--- config.mk ---
export PLATFORM = sky130hd
export DESIGN_NAME = dff_pipe
export DESIGN_NICKNAME = d
export VERILOG_FILES = /design/src/rtl/dff_pipe.sv
export SDC_FILE = /design/constraint.sdc
export NUM_CORES = 1
export LEC_CHECK = 0
export BUFFER_PORTS_ARGS = -buffer_cell sky130_fd_sc_hd__buf_4
export CELL_PAD_IN_SITES_DETAIL_PLACEMENT = 1
export CELL_PAD_IN_SITES_GLOBAL_PLACEMENT = 2
export CORE_MARGIN = 2
export CORE_UTILIZATION = 41
export CTS_BUF_LIST = sky130_fd_sc_hd__clkbuf_8
export CTS_CLUSTER_DIAMETER = 60
export DETAILED_ROUTE_END_ITERATION = 7
export GPL_ROUTABILITY_DRIVEN = 0
export PLACE_DENSITY = 0.89
export REMOVE_ABC_BUFFERS = 1
export SYNTH_ARGS = -nofsm -noshare
export SYNTH_HDL_FRONTEND = slang
export SYNTH_SLANG_ARGS = --single-unit
--- constraint.sdc ---
create_clock -name clk -period 2.4 [get_ports clk]
set_input_delay 0 -clock clk [delete_from_list [all_inputs] [get_ports clk]]
set_output_delay 0 -clock clk [all_outputs]
set_load 0.05 [all_outputs]
--- src/rtl/dff_pipe.sv ---
// rtl/dff_pipe.sv - WIDTH x DEPTH register pipeline with stall, clear, valid tracking and selectable tap
module dff_pipe #(
  parameter int               WIDTH     = 8,
  parameter int               DEPTH     = 4,
  parameter logic [WIDTH-1:0] RESET_VAL = '0,
  localparam int              SW        = $clog2(DEPTH + 1)
) (
  input  logic             clk,
  input  logic             rst_n,
  input  logic             en,
  input  logic             clr,
  input  logic [WIDTH-1:0] d,
  input  logic             d_valid,
  input  logic [SW-1:0]    sel,
  output logic [WIDTH-1:0] q,
  output logic             q_valid,
  output logic [SW-1:0]    fill
);

  logic [WIDTH-1:0] r_s [DEPTH];
  logic [DEPTH-1:0] r_v;

  int               w_k;
  logic [WIDTH-1:0] w_q;
  logic             w_qv;
  logic [SW-1:0]    w_fill;

  always_ff @(posedge clk or negedge rst_n) begin
    if (!rst_n) begin
      for (int i = 0; i < DEPTH; i++) begin
        r_s[i] <= RESET_VAL;
      end
      r_v <= '0;
    end else if (clr) begin
      for (int i = 0; i < DEPTH; i++) begin
        r_s[i] <= RESET_VAL;
      end
      r_v <= '0;
    end else if (en) begin
      r_s[0] <= d;
      r_v[0] <= d_valid;
      for (int i = 1; i < DEPTH; i++) begin
        r_s[i] <= r_s[i-1];
        r_v[i] <= r_v[i-1];
      end
    end
  end

  // Out-of-range selects clamp to the nearest legal tap.
  always_comb begin
    w_k = 32'(sel) - 1;
    if (w_k < 0) w_k = 0;
    if (w_k > DEPTH - 1) w_k = DEPTH - 1;
  end

  always_comb begin
    w_q  = r_s[0];
    w_qv = r_v[0];
    for (int i = 1; i < DEPTH; i++) begin
      if (w_k == i) begin
        w_q  = r_s[i];
        w_qv = r_v[i];
      end
    end
  end

  always_comb begin
    w_fill = '0;
    for (int i = 0; i < DEPTH; i++) begin
      w_fill = w_fill + SW'(r_v[i]);
    end
  end

  assign q       = w_q;
  assign q_valid = w_qv;
  assign fill    = w_fill;

endmodule

==> key figures <==
Detailed routing
  – Drt pass-1 iters: 4
  – DRC Markers: 0
  – DR vias/cell: approximately 5.4
  – DR iter-0 viols: 61
  – Via count: approximately 1,700
  – Post-route ant nets: 0
  – WL final: 5060 um
  – Routed WL per cell: 16.0 um

Timing
  – Tcrit/Tclk final: 87.9%
  – Worst-margin pin slew: 618 ps
  – TNS Setup: 0 ps
  – Achievable Freq: about 0.47 GHz
  – Max-slew violations: 0
  – Slew margin rel.: 58.8%
  – Setup ws final: 291 ps
  – Min Tclk post-route: 2110 ps
  – Final setup violation count: 0
  – Fin. Hold Viols: 0
  – Worst Clk Skew: 5.34 ps
  – RSZ-0062 raised after global routing: false

Die
  – Num ports: 28
  – Initial Util: between 40 and 50%
  – Count of standard-cell rows: 26
  – Die H: between 70 and 80 um
  – Width of the die: about 76 um
  – Die area: 5830 um2
  – Core area: 5070 um2

Power and ir drop
  – Maximum VDD drop: between 0.3 and 0.4 mV
  – Power per cell area: between 500 and 600 nW/um2
  – Leak: 1.24 nW
  – Power Total: 0.00140 W

Worst hold path
  – WHS Path Cells: 2
  – Worst hold path class: input port to register

Cells and area
  – Nets@finish: 266
  – N_diodes: 0
  – Share of cells above drive strength 1: approximately a fifth
  – Number of fill cells in the layout: around 600
  – Layout area overhead: 19.4%
  – Fin cells: 317
  – Final instance area: roughly 2600 um2

CTS
  – Clock Path Buffers: 2
  – Clock Sinks: 36
  – CTS root buf: clkbuf_8
  – Post CTS Setup Buffer Count: 0
  – Worst skew pair latency: 290 ps
  – Clock slew at the register clock pins of the worst setup and hold paths: 70 ps
  – Post-CTS Resized: 0
  – H-tree levels: 2
  – CTS Buf Count: 5
  – Number of hold buffers added after CTS: 10
  – CTS tree: built

Global route
  – GRT overflow: 0
  – Vias in the first global route: 1,793
  – First-pass GRT wire length: 8970 um
  – Initial antenna violation count: 0
  – Largest net degree at the start of global routing: 37
  – Total track usage: about a fifth

Synthesis
  – Count of cell types in the netlist: 29
  – Yosys Warn Count: 0
  – Mapped Cells: 216
  – Synthesized area: roughly 2100 um2
  – Yosys reg bits: 36
  – Compound-Gate Fraction of Synth Area: 14.3%
  – Mean Syn Cell Area: approximately 9.9 um2
  – Sequential fraction of the synthesis area: 41.9%
  – XOR/XNOR share of the synthesized area: 0.757%
  – Simple-gate share of the synthesized area: 17.6%
  – Synth Area in Adders: approximately 2.7%
  – Largest family of logic cells by synthesized area: simple AND/OR/NAND/NOR gates
  – Mux contribution to synthesized area: between 15 and 20%

Place
  – Dpl ws: between 300 and 400 ps
  – DPL Wire Length: between 3000 and 4000 um
  – I/O Buffers: 27
  – Placed insts: 299
  – DP Area: 2370 um2

Run
  – Max-cap violations: 0

Status
  – Status: complete, no violations

Worst setup path
  – Worst Path Required: 2400 ps
  – R2R depth: 2
  – CP Class: input port to primary output
  – Crit path max fanout: 17
  – CP startpoint kind: input port
  – Worst setup EP type: primary output
  – Crit path DAT: 2110 ps
cell type report:
type | count | area (um2) | share of cell area [%]
multi-input cells | 154 | 1120 | 43.7
inverters | 7 | 26.3 | 1.02
clock buffers | 6 | 82.6 | 3.22
flip-flops and latches | 36 | 901 | 35.1
well taps | 70 | 87.6 | 3.41
clock inverters | 2 | 7.51 | 0.293
repair buffers | 42 | 340 | 13.3
registers in the layout (all words and copies together), names as in the netlist:
register	count
r_s	32
r_v	4
per-stage QoR:
step                hold slack (ps)  util [%]
global route                    132      50.5
CTS                             111      50.5
global placement              -11.6      46.8
detailed placement            -6.41      46.8
finish                          105      50.5
floorplan                      -296         -
cell usage in the layout, fill, tap and decap left out, types with 2 or more instances in the layout:
cell type and count:
nor2_1 37, mux2i_1 36, dfrtp_1 36, buf_4 32, a21oi_1 28, nand2b_1 10
dlygate4sd3_1 10, inv_1 9, a221o_1 9, o21a_1 8, nor4_2 8, clkbuf_8 6
ha_1 3, nor2b_1 2
critical path, cell delays in order:
cell and delay [ps]:
buf_4 170, inv_1 80, ha_1 550, nand4bb_1 460, a21oi_1 130, nor4b_1 350, a221o_1 170, buf_4 190
cells by family after synthesis:
logic type	Yosys count
and+or+nand+nor	65
AOI/OAI and AO/OA	48
muxes	36
DFF	36
buffers and inverters	26
adders and majority gates	4
xor gates and xnor gates	1
where the power goes:
group	internal, W	switching, W
combinational	0.000125	0.000189
sequential	0.000623	0.0000170
clock	0.000226	0.000217
routing by layer:
layer  global-route usage (%)  routed length, um
met2                     32.0               2480
met3                     3.67                142
met5                        0                  0
met1                     25.5               2380
met4                     4.91                 55
cells in the mapped netlist:
cell       instances  area, um2
nand2_2            1       6.26
nand2_1            1       3.75
nor2b_1            2       12.5
buf_4              1       7.51
nor2_1            37        139
clkbuf_1           7       26.3
o21a_1             8       60.1
o21ai_1            1       5.00
nand2b_1          10       62.6
xor2_2             1       16.3
o22ai_1            1       6.26
a221o_1            9       90.1
mux2i_1           36        360
nand4bb_1          1       11.3
nor4b_1            1       8.76
nor3b_2            1       12.5
nor4_2             8        100
inv_1              7       26.3
a21oi_1           28        140
dfrtp_1           36        901
o21ai_0            1       5.00
clkbuf_2           3       15.0
buf_2              6       30.0
buf_6              2       22.5
and4_1             1       8.76
fa_1               1       20.0
nor3b_1            1       7.51
ha_1               3       37.5
or3_1              1       6.26
final timing paths:
path	from	end	slack, ps
min reg2reg	r_s[2]$_DFFE_PN0P_	r_s[2]$_DFFE_PN0P_	530
min	clr	r_s[19]$_DFFE_PN0P_	110
max	sel[0]	q[5]	290
max in group asynchronous	rst_n	r_s[17]$_DFFE_PN0P_	1860
max reg2reg	r_s[24]$_DFFE_PN0P_	r_s[24]$_DFFE_PN0P_	1620
min in group asynchronous	rst_n	r_s[22]$_DFFE_PN0P_	210
No activity file was read; power rests on OpenSTA's default activity.
